===== src/rtl/mux_4_1_rr_arbiter_if.sv =====
// mux_4_1_rr_arbiter_if: requester/datapath bundle of the round-robin 4:1 mux arbiter; lock exists only with MUX_4_1_RR_ARBITER_LOCK_EN
interface mux_4_1_rr_arbiter_if;
  logic [3:0] req;
  logic [3:0] data;
  logic [3:0] gnt;
  logic [1:0] sel;
  logic       out;
  logic       out_valid;
  logic       busy;
`ifdef MUX_4_1_RR_ARBITER_LOCK_EN
  logic       lock;
  modport master (output req, data, lock, input gnt, sel, out, out_valid, busy);
  modport slave  (input req, data, lock, output gnt, sel, out, out_valid, busy);
`else
  modport master (output req, data, input gnt, sel, out, out_valid, busy);
  modport slave  (input req, data, output gnt, sel, out, out_valid, busy);
`endif
endinterface


===== src/rtl/mux_4_1_rr_arbiter.sv =====
// mux_4_1_rr_arbiter: round-robin arbiter time-sharing a 4:1 one-bit mux; MUX_4_1_RR_ARBITER_LOCK_EN adds a grant lock input
module mux_4_1_rr_arbiter #(
  parameter int MAX_HOLD = 4,
  parameter int CNT_W    = 4
) (
  input logic clk,
  input logic rst,
  mux_4_1_rr_arbiter_if.slave bus
);
  typedef enum logic {IDLE, GRANT} state_t;
  localparam logic [CNT_W-1:0] CNT_MAX = CNT_W'(MAX_HOLD - 1);
  state_t           state;
  logic [1:0]       last;
  logic [1:0]       win;
  logic [CNT_W-1:0] hold_cnt;
  logic [3:0]       mask;
  logic             cur;
  logic             others;
  logic             at_max;
  logic             hold;
`ifdef MUX_4_1_RR_ARBITER_LOCK_EN
  assign hold = bus.lock;
`else
  assign hold = 1'b0;
`endif
  // round-robin winner among candidates, scanning from the slot after the last grant
  always_comb begin
    mask   = state == GRANT ? bus.req & ~bus.gnt : bus.req;
    cur    = state == GRANT && bus.req[bus.sel];
    others = |(bus.req & ~bus.gnt);
    at_max = hold_cnt >= CNT_MAX;
    win    = last;
    for (int i = 4; i >= 1; i--)
      if (mask[last + 2'(i)]) win = last + 2'(i);
  end
  // grant sequencing and registered mux output
  always_ff @(posedge clk or posedge rst) begin
    if (rst) begin
      state         <= IDLE;
      last          <= 2'd3;
      hold_cnt      <= '0;
      bus.gnt       <= '0;
      bus.sel       <= '0;
      bus.out       <= 1'b0;
      bus.out_valid <= 1'b0;
      bus.busy      <= 1'b0;
    end else if (state == IDLE) begin
      bus.out_valid <= 1'b0;
      if (|bus.req) begin
        bus.gnt  <= 4'b0001 << win;
        bus.sel  <= win;
        last     <= win;
        hold_cnt <= '0;
        state    <= GRANT;
        bus.busy <= 1'b1;
      end
    end else begin
      bus.out       <= bus.data[bus.sel];
      bus.out_valid <= 1'b1;
      if (cur && (hold || !others || !at_max)) begin
        if (!hold && !at_max) hold_cnt <= hold_cnt + 1'b1;
      end else if (others) begin
        bus.gnt  <= 4'b0001 << win;
        bus.sel  <= win;
        last     <= win;
        hold_cnt <= '0;
      end else begin
        bus.gnt  <= '0;
        state    <= IDLE;
        bus.busy <= 1'b0;
      end
    end
  end
endmodule


===== src/flat_wrapper.sv =====
// flat-port wrapper written by rule: the top's interface ports become plain ports
module mux_4_1_rr_arbiter_flat 
#(
  parameter int MAX_HOLD = 4,
  parameter int CNT_W    = 4
)
  (clk, rst, bus_req, bus_data, bus_gnt, bus_sel, bus_out, bus_out_valid, bus_busy);
  mux_4_1_rr_arbiter_if bus_i ();
  input logic clk;
  input logic rst;
  input wire logic [$bits(bus_i.req)-1:0] bus_req;
  input wire logic [$bits(bus_i.data)-1:0] bus_data;
  output wire logic [$bits(bus_i.gnt)-1:0] bus_gnt;
  output wire logic [$bits(bus_i.sel)-1:0] bus_sel;
  output wire logic [$bits(bus_i.out)-1:0] bus_out;
  output wire logic [$bits(bus_i.out_valid)-1:0] bus_out_valid;
  output wire logic [$bits(bus_i.busy)-1:0] bus_busy;
  assign bus_i.req = bus_req;
  assign bus_i.data = bus_data;
  assign bus_gnt = bus_i.gnt;
  assign bus_sel = bus_i.sel;
  assign bus_out = bus_i.out;
  assign bus_out_valid = bus_i.out_valid;
  assign bus_busy = bus_i.busy;
  mux_4_1_rr_arbiter #(.MAX_HOLD(MAX_HOLD), .CNT_W(CNT_W)) u_core (.clk(clk), .rst(rst), .bus(bus_i));
endmodule

===== config.mk =====
export PLATFORM = sky130hd
export DESIGN_NAME = mux_4_1_rr_arbiter_flat
export DESIGN_NICKNAME = d
export VERILOG_FILES = /design/src/rtl/mux_4_1_rr_arbiter_if.sv /design/src/rtl/mux_4_1_rr_arbiter.sv /design/src/flat_wrapper.sv
export SDC_FILE = /design/constraint.sdc
export NUM_CORES = 1
export LEC_CHECK = 0
export ABC_CLOCK_PERIOD_IN_PS = 1700
export CAP_MARGIN = 40
export CORE_MARGIN = 8
export CORE_UTILIZATION = 44
export DETAILED_ROUTE_END_ITERATION = 16
export PLACE_DENSITY = 0.73
export SYNTH_ARGS = -nofsm -noshare
export SYNTH_HDL_FRONTEND = slang
export SYNTH_SLANG_ARGS = --single-unit

===== constraint.sdc =====
create_clock -name clk -period 1.7 [get_ports clk]
set_input_delay 0.51 -clock clk [delete_from_list [all_inputs] [get_ports clk]]
set_output_delay 0.51 -clock clk [all_outputs]
set_load 0.01 [all_outputs]

# Yosys cells after proc, flatten, opt, wreduce, memory -nomap -nowiden
# Index checks and enable logic that the tools add are counted.
totals:
  register_bits: 16
  out_inout_bits: 9
  word_cells: 73
classes:
  addsub: 4
  n_lt_le_gt_ge: 5
  eq_ne: 5
  shift: 1
  mux: 36
  bitwise_logic: 2
  n_reduce_logical: 12
ops:
  columns: ["cell", "n"]
  rows:
  - ["two-way mux 4 bit", 10]
  - ["two-way mux 1 bit", 14]
  - ["two-way mux 2 bit", 7]
  - ["less-than comparator 2 x 3 -> 1 bit (second input constant)", 4]
  - ["binary-select mux 1 bit (select 2 bit)", 5]
  - ["AND reduction 3 bit", 3]
  - ["OR reduction 4 bit", 2]
  - ["!= test 2 bit (second input constant)", 3]
  - ["!= test 3 bit (second input constant)", 2]
  - ["adder 2 bit (second input constant)", 2]
  - ["adder 4 x 1 -> 4 bit (second input constant)", 1]
  - ["bitwise AND 4 bit", 1]
  - ["greater-or-equal comparator 4 x 2 -> 1 bit (second input constant)", 1]
  - ["inverter 4 bit", 1]
  - ["left shift 1 x 2 -> 4 bit (first input constant)", 1]
  - ["adder 2 x 1 -> 2 bit (second input constant)", 1]
  - ["logical AND 1 bit", 2]
  - ["logical NOT 1 bit", 2]
  - ["AND reduction 2 bit", 1]
  - ["nonzero test 2 bit", 1]
  - ["logical OR 1 bit", 1]

# Longest topological paths before layout
depth:
  word_depth: 12
  depth_mapped: 5
  ltp_nobuf: 5

# Worst setup path before layout
# Ideal clock, no wire load.
synth_path:
  path_kind: "input-to-reg"
  start: "input bus_req[3]"
  end: "register u_core.bus.sel[1]"
  setup_ps: 125
  arrival_time_ps: 1865
  required_ps: 1575
  slack_ps: -290
  stages: 4
  cell_sequence: "mux4_2 > and3_4 > a211oi_4 > mux2_4"
synth_via:
  elab_chain_cells: 10
  word_cells_on_any_way: 27
  cone_classes: "eq/ne (2); mux (16); bitwise (1); reduce/logical (8)"
synth_rtl:
  columns: ["item", "line", "text"]
  rows:
  - ["start, declared", "flat_wrapper.sv:11", "input wire logic [$bits(bus_i.req)-1:0] bus_req;"]
  - ["bitwise AND 4 bit", "mux_4_1_rr_arbiter.sv:28, mux_4_1_rr_arbiter.sv:30", null]
  - ["two-way mux 4 bit", "mux_4_1_rr_arbiter.sv:28", "mask = state == GRANT ? bus.req & ~bus.gnt : bus.req;"]
  - ["binary-select mux 1 bit (select 2 bit)", "mux_4_1_rr_arbiter.sv:34", "if (mask[last + 2'(i)]) win = last + 2'(i);"]
  - ["two-way mux 1 bit (not written as such)", "mux_4_1_rr_arbiter.sv:34", null]
  - ["two-way mux 2 bit (3 in a row)", "mux_4_1_rr_arbiter.sv:34", null]
  - ["two-way mux 2 bit", "mux_4_1_rr_arbiter.sv:62", "end else if (others) begin"]
  - ["two-way mux 2 bit", "mux_4_1_rr_arbiter.sv:60", "if (cur && (hold || !others || !at_max)) begin"]
  - ["two-way mux 2 bit", "mux_4_1_rr_arbiter.sv:47", "end else if (state == IDLE) begin"]
  - ["end signal, assigned", "mux_4_1_rr_arbiter.sv:51", "bus.sel <= win;"]
  - ["end signal, assigned", "mux_4_1_rr_arbiter.sv:64", "bus.sel <= win;"]
  - ["end, declared", "mux_4_1_rr_arbiter_if.sv:16", "modport slave (input req, data, output gnt, sel, out, out_valid, busy);"]
# Parallel ways exist; a longest one is shown, timed or not. The select of a mux whose other input is x is not followed.
# A chain may end at the register's enable or synchronous reset.

# Worst setup path after layout
layout_path:
  start: "input bus_req[1]"
  end: "register u_core.bus.sel[1]"
# The elaborated chain is that of the path after synthesis.

==> qor.yml <==
place_hpwl_um: 1900
synth_top_family_by_area: "compound AO/OA/AOI/OAI gates"
ys_ff_latch: 16
synthArstFlopShare_pct: 100
initial_utilization_pct: 46.7
drtPass1Iterations: 4
dieArea_um2: 3800
synth-xor-area-share_pct: 0
power_density_nw_per_um2: 1710
antenna_found_initial: 0
grt_max_degree: 14
drtAntennaViolNets: 0
crit_path_start_kind: "input pin"
finalCriticalPeriod_ns: 1.81
worstReg2RegStart: "u_core.bus.sel[0]$_DFFE_PP0P_"
setup_slack_ns: -0.109
placed_cell_area_um2: 1280
floorplan.die.width_um: 61.7
synthAdderAreaFrac_pct: 1.36
synth_area_um2: 917
period_share_pct: 106
die_y_um: 61.7
reg2reg_depth: 4
arrival_ns: 1.98
rrSetupSlack_ns: -0.10
slew_headroom_pct: 62.8
ioPinCount: 19
port_buffers: 18
synthMuxAreaShare_pct: 12.7
syn_inst: 80
synth_simple_gate_area_share_pct: 14.6
finalClockSkew_ns: 0.00318
fmax_mhz: 553
crit_end: "u_core.bus.sel[1]$_DFFE_PP0P_"
hold_viol: 0
design_area_um2: 1340
num-nets-final: 134
hold_path_class: "in -> async"
core_area_um2: 1960
reg2reg_to: "u_core.bus.sel[1]$_DFFE_PP0P_"
cts_root_buf: "clkbuf_4"
violations: "negative setup slack"
grt_first_pass_wirelength_um: 3660
synth.area.top_cells: "dfrtp_1 38%, dfstp_2 5.7%, nor2b_1 3.4%"
cp_max_fo: 4
routed_wl_um: 2310
slew_violations: 0
grt_use_total_pct: 13.2
rsz0062_at_grt: "true"
grt_pass1_vias: 822
synth_top_cell_by_area: "dfrtp_1"
syn_avg_cell_area_um2: 11.5
viasPerCell: 5.49
yosysSeqAreaShare_pct: 43.9
synth_flop_cell: "dfrtp_1"
clkSlewWorstSetupHoldPaths_ns: 0.09
yosysWarningCount: 0
worstSetupPathType: "in -> reg"
numClockSinks: 16
hold_slack_ns: 0.418
diodes: 0
gp_congestion: 0.780
status: "complete, but fails checks"
clkLatencyLatePin_ns: 0.28
finish.utilization_pct: 68.3
cts_tree: "done"
synth-edff-count: 0
synth_compound_area_share_pct: 23.6
dp_slack_ns: -0.695
final-setup-viol-count: 11
synth.distinct_cells: 38
grt-ovfl-total: 0
worstPathRequired_ns: 1.87
htree_levels: 1
row_count: 16
syn2layout_area_growth_pct: 46.1
drv_cap: 0
startpoint: "bus_req[1]"
drive_gt1_share_pct: 37.7
setup-tns-final_ns: -0.726
drc: 0
wl_per_cell_um: 15.5
vias: 818
synth_top_cell_area_share_pct: 38.2
synth_nets: 91
leakagePower_nw: 0.632
cts_buffers: 3
tightest_slew_ns: 0.553
ir_drop_v: 0.000935
cts.path.max_buffers: 2
drtIter0Drc: 13
end_kind: "flop"
hold_buffers: 0
-- per-stage QoR --
step	total power [W]	instances
final	0.00229	149
after detailed placement	0.00207	143
after CTS	0.00231	149
after floorplan	0.00144	80
after global routing	0.00244	149
after global placement	0.00202	143
-- cell type report --
type	count	area, µm²
Timing Repair Buffer	39	338
Fill cell	164	622
Sequential cell	16	403
Tap cell	27	33.8
Clock buffer	4	36.3
Inverter	8	30.0
Multi-Input combinational cell	55	499
-- how the worst min path moves through the flow --
stage                                         startpoint                              to  slack, ns  cells after the start
after CTS                                            rst   u_core.bus.gnt[2]$_DFFE_PP0P_       0.41                      2
final                                                rst   u_core.bus.gnt[2]$_DFFE_PP0P_       0.42                      2
after global routing                                 rst   u_core.bus.gnt[2]$_DFFE_PP0P_       0.40                      2
after floorplan                                      rst     u_core.bus.busy$_DFFE_PP0P_       0.42                      1
after detailed placement      u_core.bus.out$_DFFE_PP0P_      u_core.bus.out$_DFFE_PP0P_       0.50                      1
after global placement    u_core.hold_cnt[2]$_DFFE_PP0P_  u_core.hold_cnt[2]$_DFFE_PP0P_       0.49                      1
-- cells by family after synthesis --
logic type / after synthesis
compound gates: 25
fa+ha+maj: 1
buf+inv: 9
flops: 16
mux: 8
simple gates: 21
-- timing repair --
item | CTS | global route
setup endpoints to repair | 21 | 13
resized for setup | 18 | 2
pin swaps | 1 | 1
buffers inserted | 2 | 0
-- flip-flops by register name, summed over array words and instances (netlist names) --
signal                flops
u_core.bus.out_valid      1
u_core.bus.busy           1
u_core.bus.sel            2
u_core.hold_cnt           4
u_core.bus.gnt            4
u_core.bus.out            1
u_core.state              1
u_core.last               2
-- per-layer routing --
metal	vias up	global-route usage (%)	wire length [µm]
met5	-	0	0
met4	0	4.22	10
met3	2	5.01	157
met2	20	21.7	1090
met1	404	15.3	1050
li1	392	-	-
-- critical path: stages --
cell,delay (ns)
clkdlybuf4s15_1,0.21
mux4_2,0.49
and3_4,0.21
a211oi_4,0.23
mux2_4,0.33
-- power breakdown --
group	internal [W]	total [W]	switching, W
clock	0.000130	0.000243	0.000113
sequential	0.000542	0.000671	0.000129
combinational	0.000773	0.00137	0.000600
-- cell usage after synthesis, types with 2 or more instances --
master,number
o31ai_1,2
a31oi_1,2
inv_1,8
dfstp_2,2
a21oi_1,2
a31o_2,2
a32o_1,2
mux2i_1,3
mux2_2,2
a21bo_2,2
nor2_1,3
a22oi_1,2
and2_1,3
a21boi_0,3
o32ai_1,2
nor2b_1,5
dfrtp_1,14
-- cell usage in the layout, fill, tap and decap left out, drive strengths merged, types with 2 or more instances in the layout --
cell	instances
nor2	4
a31oi	2
a32o	2
mux2	3
a22oi	2
o32ai	2
dfrtp	14
mux2i	3
and2	3
nor2b	5
inv	8
buf	21
dlygate4sd2	7
o31ai	2
mux4	2
a31o	2
a21oi	2
clkbuf	4
dfstp	2
clkdlybuf4s15	4
clkdlybuf4s50	6
a21boi	3
a21bo	2
No activity file was read; power rests on OpenSTA's default activity.
